**src/rtl/alu_pkg.sv**
```systemverilog
// Shared definitions for the ALU issue/writeback stage: opcodes, instruction
// field layout, FSM states and a small decode helper.
package alu_pkg;

  localparam int DW    = 16;
  localparam int NREGS = 8;
  localparam int IW    = 16;
  localparam int RW    = 3;
  localparam int IMM_W = 9;

  localparam int OP_LSB   = 12;
  localparam int RD_LSB   = 9;
  localparam int RS1_LSB  = 6;
  localparam int RS2_LSB  = 3;
  localparam int FLAG_BIT = 2;

  typedef enum logic [3:0] {
    OP_ADD  = 4'd0,
    OP_SUB  = 4'd1,
    OP_AND  = 4'd2,
    OP_OR   = 4'd3,
    OP_XOR  = 4'd4,
    OP_NOT  = 4'd5,
    OP_HALT = 4'd14,
    OP_LDI  = 4'd15
  } op_e;

  typedef enum logic {
    ST_RUN    = 1'b0,
    ST_HALTED = 1'b1
  } state_e;

  typedef struct packed {
    logic [3:0]       op;
    logic [RW-1:0]    rd;
    logic [RW-1:0]    rs1;
    logic [RW-1:0]    rs2;
    logic             flag;
    logic [IMM_W-1:0] imm;
  } instr_t;

  function automatic instr_t decode_instr(input logic [IW-1:0] w);
    instr_t d;
    d.op   = w[OP_LSB +: 4];
    d.rd   = w[RD_LSB +: RW];
    d.rs1  = w[RS1_LSB +: RW];
    d.rs2  = w[RS2_LSB +: RW];
    d.flag = w[FLAG_BIT];
    d.imm  = w[IMM_W-1:0];
    return d;
  endfunction

  function automatic logic op_is_alu(input logic [3:0] op);
    return op <= 4'(OP_NOT);
  endfunction

endpackage

```
**src/rtl/regfile_8x16.sv**
```systemverilog
// Register file: two combinational read ports, one synchronous write port,
// r0 reads as zero and is never written.
module regfile_8x16 #(
  parameter  int NREGS = 8,
  parameter  int DW    = 16,
  localparam int AW    = $clog2(NREGS)
) (
  input  logic          clk,
  input  logic          rst,
  input  logic          we_i,
  input  logic [AW-1:0] waddr_i,
  input  logic [DW-1:0] wdata_i,
  input  logic [AW-1:0] raddr1_i,
  input  logic [AW-1:0] raddr2_i,
  output logic [DW-1:0] rdata1_o,
  output logic [DW-1:0] rdata2_o
);

  logic [NREGS-1:0][DW-1:0] mem_q;

  always_ff @(posedge clk) begin
    if (rst) begin
      mem_q <= '0;
    end else if (we_i && (waddr_i != '0)) begin
      mem_q[waddr_i] <= wdata_i;
    end
  end

  assign rdata1_o = (raddr1_i == '0) ? '0 : mem_q[raddr1_i];
  assign rdata2_o = (raddr2_i == '0) ? '0 : mem_q[raddr2_i];

endmodule

```
**src/rtl/alu_issue_wb.sv**
```systemverilog
// Issue/writeback stage in front of the 16-bit combinational ALU: one-cycle
// issue-to-writeback pipeline with RAW forwarding, HALT/resume and error flag.
module alu_issue_wb #(
  parameter int NREGS = 8,
  parameter int DW    = 16
) (
  input  logic          clk,
  input  logic          rst,
  input  logic          instr_valid,
  output logic          instr_ready,
  input  logic [15:0]   instr,
  input  logic          resume,
  output logic [3:0]    op_code,
  output logic [DW-1:0] input1,
  output logic [DW-1:0] input2,
  output logic          cin,
  output logic          bin,
  input  logic [DW-1:0] rslt,
  output logic          wb_valid,
  output logic [2:0]    wb_addr,
  output logic [DW-1:0] wb_data,
  output logic          err,
  output logic          halted,
  output logic [15:0]   retire_cnt
);

  import alu_pkg::*;

  state_e state_q, state_d;
  instr_t dec;

  logic          xfer, is_alu, is_ldi, is_halt, is_ill;
  logic          fwd1, fwd2;
  logic [DW-1:0] rf_rd1, rf_rd2, opnd1, opnd2;

  logic [3:0]       op_code_q, op_code_d;
  logic [DW-1:0]    in1_q, in1_d, in2_q, in2_d;
  logic             cin_q, cin_d, bin_q, bin_d;
  logic             s2_vld_q, s2_vld_d, s2_ldi_q, s2_ldi_d;
  logic [RW-1:0]    s2_rd_q, s2_rd_d;
  logic [IMM_W-1:0] s2_imm_q, s2_imm_d;
  logic             err_q, err_d;
  logic [15:0]      retire_q, retire_d;

  assign dec     = decode_instr(instr);
  assign xfer    = instr_valid && instr_ready;
  assign is_alu  = op_is_alu(dec.op);
  assign is_ldi  = (dec.op == OP_LDI);
  assign is_halt = (dec.op == OP_HALT);
  assign is_ill  = !is_alu && !is_ldi && !is_halt;

  // ---- FSM ----
  always_ff @(posedge clk) begin
    if (rst) state_q <= ST_RUN;
    else     state_q <= state_d;
  end

  always_comb begin
    state_d = state_q;
    case (state_q)
      ST_RUN:    if (xfer && is_halt) state_d = ST_HALTED;
      ST_HALTED: if (resume)          state_d = ST_RUN;
      default:                        state_d = ST_RUN;
    endcase
  end

  always_comb begin
    instr_ready = (state_q == ST_RUN) && !rst;
    halted      = (state_q == ST_HALTED);
  end

  // ---- writeback (stage 2) ----
  // A reset landing on a writeback cycle must not show or commit that write.
  assign wb_valid = s2_vld_q && !rst;
  assign wb_addr  = s2_rd_q;
  assign wb_data  = s2_ldi_q ? {{(DW-IMM_W){1'b0}}, s2_imm_q} : rslt;

  regfile_8x16 #(.NREGS(NREGS), .DW(DW)) u_rf (
    .clk      (clk),
    .rst      (rst),
    .we_i     (wb_valid),
    .waddr_i  (s2_rd_q),
    .wdata_i  (wb_data),
    .raddr1_i (dec.rs1),
    .raddr2_i (dec.rs2),
    .rdata1_o (rf_rd1),
    .rdata2_o (rf_rd2)
  );

  // The stage-2 value is not in the register file until the end of this cycle.
  assign fwd1  = s2_vld_q && (dec.rs1 != '0) && (dec.rs1 == s2_rd_q);
  assign fwd2  = s2_vld_q && (dec.rs2 != '0) && (dec.rs2 == s2_rd_q);
  assign opnd1 = fwd1 ? wb_data : rf_rd1;
  assign opnd2 = fwd2 ? wb_data : rf_rd2;

  // ---- issue (stage 1) ----
  always_comb begin
    op_code_d = op_code_q;
    in1_d     = in1_q;
    in2_d     = in2_q;
    cin_d     = cin_q;
    bin_d     = bin_q;
    if (xfer && is_alu) begin
      op_code_d = dec.op;
      in1_d     = opnd1;
      in2_d     = opnd2;
      cin_d     = (dec.op == OP_ADD) && dec.flag;
      bin_d     = (dec.op == OP_SUB) && dec.flag;
    end
    s2_vld_d = xfer && (is_alu || is_ldi);
    s2_ldi_d = is_ldi;
    s2_rd_d  = dec.rd;
    s2_imm_d = dec.imm;
    err_d    = err_q || (xfer && is_ill);
    retire_d = retire_q + {15'd0, wb_valid};
  end

  always_ff @(posedge clk) begin
    if (rst) begin
      op_code_q <= '0;
      in1_q     <= '0;
      in2_q     <= '0;
      cin_q     <= 1'b0;
      bin_q     <= 1'b0;
      s2_vld_q  <= 1'b0;
      s2_ldi_q  <= 1'b0;
      s2_rd_q   <= '0;
      s2_imm_q  <= '0;
      err_q     <= 1'b0;
      retire_q  <= '0;
    end else begin
      op_code_q <= op_code_d;
      in1_q     <= in1_d;
      in2_q     <= in2_d;
      cin_q     <= cin_d;
      bin_q     <= bin_d;
      s2_vld_q  <= s2_vld_d;
      s2_ldi_q  <= s2_ldi_d;
      s2_rd_q   <= s2_rd_d;
      s2_imm_q  <= s2_imm_d;
      err_q     <= err_d;
      retire_q  <= retire_d;
    end
  end

  assign op_code    = op_code_q;
  assign input1     = in1_q;
  assign input2     = in2_q;
  assign cin        = cin_q;
  assign bin        = bin_q;
  assign err        = err_q;
  assign retire_cnt = retire_q;

endmodule

```
**config.mk**
```make
export PLATFORM = sky130hd
export DESIGN_NAME = alu_issue_wb
export DESIGN_NICKNAME = d
export VERILOG_FILES = /design/src/rtl/alu_pkg.sv /design/src/rtl/regfile_8x16.sv /design/src/rtl/alu_issue_wb.sv
export SDC_FILE = /design/constraint.sdc
export NUM_CORES = 1
export LEC_CHECK = 0
export CAP_MARGIN = 20
export CORE_MARGIN = 5
export CORE_UTILIZATION = 40
export DETAILED_ROUTE_END_ITERATION = 8
export GPL_TIMING_DRIVEN = 0
export SLEW_MARGIN = 40
export SYNTH_ARGS = -nofsm -noshare
export SYNTH_HDL_FRONTEND = slang
export SYNTH_SLANG_ARGS = --single-unit
```
**constraint.sdc**
```tcl
create_clock -name clk -period 5.8 [get_ports clk]
set_input_delay 1.74 -clock clk [delete_from_list [all_inputs] [get_ports clk]]
set_output_delay 1.74 -clock clk [all_outputs]
set_load 0.005 [all_outputs]
```
======== After elaboration in Yosys (flattened, before gate mapping) ========
Cells that the tools add are included.
operators by class
  add/subtract/negate cells ............... 1
  multiply operators ...................... 0
  div/mod/pow operators ................... 0
  $lt $le $gt $ge ......................... 5
  equal/unequal tests ..................... 5
  shift-type cells ........................ 0
  multiplexer cells ....................... 15
  bitwise gates (word level) .............. 1
  reduce and logical (&&, ||, !) cells .... 29
operator list
  operator              number
  $bwmux W128           1
  $mux W16              8
  $bmux W16 S3          2
  $demux W16 S3         1
  $logic_and A1 B1 Y1   17
  $add A16 B1 Y16       1
  $lt A3 B4 Y1 const B  3
  $reduce_bool A3 Y1    3
  $eq A4 B4 Y1 const B  2
  $eq A3 B3 Y1          2
  $logic_not A3 Y1      2
  $eq A4 B1 Y1 const B  1
  $le A4 B3 Y1 const B  1
  $logic_not A1 Y1      4
  $logic_not A4 Y1      1
  $ge A3 B1 Y1 const B  1
  $logic_or A1 B1 Y1    2
  $mux W1               2
  $pmux W1 S2           1
  $not A1 Y1            1
word-level totals
  register bits after elaboration ......... 198
  bits in latches ......................... 0
  memory bits (writable) .................. 0
  memory bits (read-only) ................. 0
  input port bits ......................... 36
  output and inout port bits .............. 77
  logic and storage cells ................. 76
  memories kept ........................... 0

======== Depth between registers and ports, before layout ========
  word-level depth ........................ 6
  depth in mapped cells ................... 9
  mapped depth without buffers ............ 6

======== Cells and area by module ========
A second synthesis with hierarchy kept.
second synthesis, totals
  cells, all modules ...................... 1051
  area, all modules ....................... 9148.8 µm²
modules (own cells, without submodules)
  module        times used  cells an instance  area an instance (µm²)  seq. area each (µm²)
  regfile_8x16  1           700                5989.5                  2242.2
  alu_issue_wb  1           351                3159.3                  1401.3

======== Least setup slack after synthesis ========
No wires, ideal clock.
  path type ............................... input -> output
  start point ............................. input port rst
  end point ............................... output port wb_valid
  arrival time ............................ 2378 ps
  data required time ...................... 4060 ps
  path slack .............................. 1682 ps
  stages .................................. 3
  buffers on the path ..................... 2
  cell sequence ........................... clkbuf_1 > clkbuf_1 > nor2b_1
on the way
  cells in the longest elaborated chain, start to end .. 2
ends and longest elaborated chain
  item                 RTL line            text
  start: declaration   alu_issue_wb.sv:8   input logic rst,
  $logic_not A1 Y1     alu_issue_wb.sv:74  assign wb_valid = s2_vld_q && !rst;
  $logic_and A1 B1 Y1  alu_issue_wb.sv:74
  end: declaration     alu_issue_wb.sv:19  output logic wb_valid,
No other way between the ends.

======== Worst setup path in the final report ========
Ends and elaborated chain as after synthesis.

==> run summary <==
die footprint -> 27100 sq um
Ports -> 113
Initial Util -> 0.407
Critical Path Source -> rst
num rows -> 56
drt via density -> 5.66
switching pwr -> 737 uW
Die X -> 165 um
Hold/Removal Path Class -> register to register
DRT Pass-1 Iters -> 5
CTS Buf Count -> 17
Crit. End Element -> output pin
register area share after synthesis -> 0.415
FF-to-FF End -> retire_cnt[14]$_SDFF_PP0_
global-route wire length before repair -> 46000 um
Filler cells -> 2209
Slew @ Worst Pin -> 0.774 ns
Max VDD drop -> 0.134 mV
Worst Path Arrival -> 3.88 ns
Max-slew headroom -> 0.484
FMAX -> 0.178 GHz
Clock Pin Slew Worst Setup and Hold Paths -> 0.07 ns
Final nets -> 1119
1st-iter DRT viols -> 671
Ys Warns -> 0
WL final -> 30300 um
Inst Count DP -> 1381
total internal power -> 2090 uW
DR WL/cell -> 21.4 um
r2r setup slk -> 3.40 ns
Finished Layout Cells -> 1412
H-tree Lvls -> 4
GRT Total Usage -> 0.225
minimum clock period -> 5.62 ns
status -> finished, final reports clean
CP Capture Point -> wb_valid
CP Data Required Time -> 4.06 ns
Antenna Diode Count -> 0
Via Count -> 7991
fin area -> 11600 sq um
Pleak -> 0.00383 uW
Post-synth EDFFs -> 0
Final setup viols -> 0
Max-cap violations -> 0
FF/Latch Area -> 3960 sq um
DP HPWL -> 22600 um
Final Hold Vio Count -> 0
unrepaired setup endpoints after global routing -> false
Comb power frac -> 0.099
DRC -> 0
Placed Area -> 11000 sq um
vias in the first global route -> 7718
GRT overflow -> 0
hold_buf cts -> 0
Pwr per Cell Area -> 244 nW/um^2
initial antenna violation count -> 0
CTS root buf -> clkbuf_16
Sw Share -> 0.260
height of the die -> 165 um
Mapped Cells -> 956
PortBufs -> 106
Core Area -> 23500 sq um
Pwr Total -> 2830 uW
clock skew -> 0.0119 ns
share of layout cells above drive strength 1 -> 0.190
Slew Viols, Final -> 0
final hold slack -> 0.460 ns
post-synth net total -> 994
multi-input logic area -> 5110 sq um
Seq pwr share -> 0.492
CTS tree -> built
clock buffer depth -> 2
final worst-path cycle share -> 0.968
cell area after synthesis -> 9560 sq um
startpoint types -> input pin
largest net degree at the start of global routing -> 18
Clk pwr share -> 0.409
synth-to-layout area growth -> 21.4%
r2r startpoint -> s2_vld_q$_SDFF_PP0_
gpl congestion -> 0.871
Setup Buffers After CTS -> 0
Register-to-Register Path Depth -> 7
top_reg_cell synth -> dfxtp_1
later-pin clock latency in the skew report -> 0.45 ns
CTS sink cnt -> 198
syn avg cell area -> 10.0 sq um
share of synthesized registers carrying an async set or reset -> 0
critical path type -> input pin to output pin
Netlist cell types -> 44
critical path fanouts, max -> 10
CTS resizes -> 1
Synth Register Bits -> 198
setup tns final -> 0 ns
antenna viol nets, final -> 0
worst max-delay path: stages:
cell and delay, ns:
clkdlybuf4s50_1 0.62, clkbuf_2 0.35, clkbuf_1 0.49, nor2b_1 0.19
clkdlybuf4s50_1 0.49
synth_stat cells, types with 2 or more instances:
cell	number	area [sq um]
nor2b_1	40	250
a41oi_2	2	32.5
a311oi_1	29	254
nand2b_1	2	12.5
clkbuf_1	30	113
buf_2	45	225
or2_2	2	12.5
nor4_1	2	12.5
ha_1	2	25.0
a31oi_1	4	25.0
nand4_1	9	56.3
xor2_1	7	61.3
o21bai_2	2	22.5
or3_1	3	18.8
and3_1	6	37.5
and2_1	3	18.8
mux2_2	33	372
buf_4	12	90.1
o21ai_0	10	50.1
nor2_1	131	492
dfxtp_1	198	3960
xnor2_1	9	78.8
nor3_1	3	15.0
a211oi_1	66	495
nand2_1	72	270
mux4_2	64	1440
nand3b_1	3	22.5
mux2i_1	23	230
o211ai_1	32	240
buf_6	2	22.5
nor3b_1	3	22.5
a21oi_1	41	205
inv_1	12	45.0
buf_1	6	22.5
nand3_1	39	195
power groups by stage:
stage | clock network, uW | logic (uW) | registers (uW)
floorplan | 0 | 149 | 1420
global placement | 0 | 277 | 1420
detailed placement | 0 | 279 | 1420
CTS | 1170 | 280 | 1390
global route | 1220 | 301 | 1390
finish | 1160 | 281 | 1390
placed cells by master (no fill, tap or decap), drive strengths merged, types with 40 or more instances in the layout:
cell type	instances
clkdlybuf4s50	106
buf	65
mux4	64
nor2b	40
nor2	132
a211oi	66
nand2	72
clkbuf	48
a21oi	41
dfxtp	198
per-layer routing:
layer | global-route usage | vias to the layer above | share of wire
met2 | 0.348 | 305 | 0.45
met5 | 0 | - | 0
li1 | - | 3754 | -
met1 | 0.309 | 3892 | 0.45
met4 | 0.0745 | 0 | 0.023
met3 | 0.0562 | 40 | 0.079
stage by stage:
stage / utilization / worst slack, ns
after floorplan: - / 1.68
after global placement: 0.469 / -0.0421
after detailed placement: 0.470 / -0.0803
after CTS: 0.494 / 0.142
after global routing: 0.494 / 0.0702
final: 0.494 / 0.183
cell type report:
type                    instances  area share
well taps                     319      0.0344
multi-input cells             651       0.440
flip-flops and latches        198       0.342
plain buffers                  95      0.0409
repair buffers                106      0.0914
clock buffers                  18      0.0370
clock inverters                13      0.0106
inverters                      12     0.00388
cell families (layout without fill, tap and decap cells):
kind of cell,after synthesis,count (layout),synth area share
AND/OR/NAND/NOR,327,327,0.161
flip-flops,198,198,0.415
AO/OA/AOI/OAI,186,186,0.139
multiplexers,120,120,0.214
buffers and inverters,107,244,0.0542
XOR/XNOR,16,16,0.0147
adder cells (fa/ha/maj),2,2,0.00262
flip-flops by register name, indices dropped and copies added, names as in the netlist:
signal / flops
input1: 16
wb_addr: 3
halted: 1
cin: 1
s2_ldi_q: 1
err: 1
s2_vld_q: 1
bin: 1
retire_cnt: 16
input2: 16
op_code: 4
s2_imm_q: 9
u_rf.mem_q: 128
worst min-delay path by stage:
| stage | from | to | slack (ns) | cells past startpoint |
|---|---|---|---|---|
| finish | bin$_SDFFE_PP0P_ | bin$_SDFFE_PP0P_ | 0.46 | 2 |
| global route | u_rf.mem_q[79]$_SDFFE_PP0P_ | u_rf.mem_q[79]$_SDFFE_PP0P_ | 0.49 | 2 |
| CTS | bin$_SDFFE_PP0P_ | bin$_SDFFE_PP0P_ | 0.46 | 2 |
| detailed placement | bin$_SDFFE_PP0P_ | bin$_SDFFE_PP0P_ | 0.45 | 2 |
| global placement | bin$_SDFFE_PP0P_ | bin$_SDFFE_PP0P_ | 0.45 | 2 |
| floorplan | u_rf.mem_q[41]$_SDFFE_PP0P_ | u_rf.mem_q[41]$_SDFFE_PP0P_ | 0.44 | 2 |
Power figures use the tool's default switching activity.
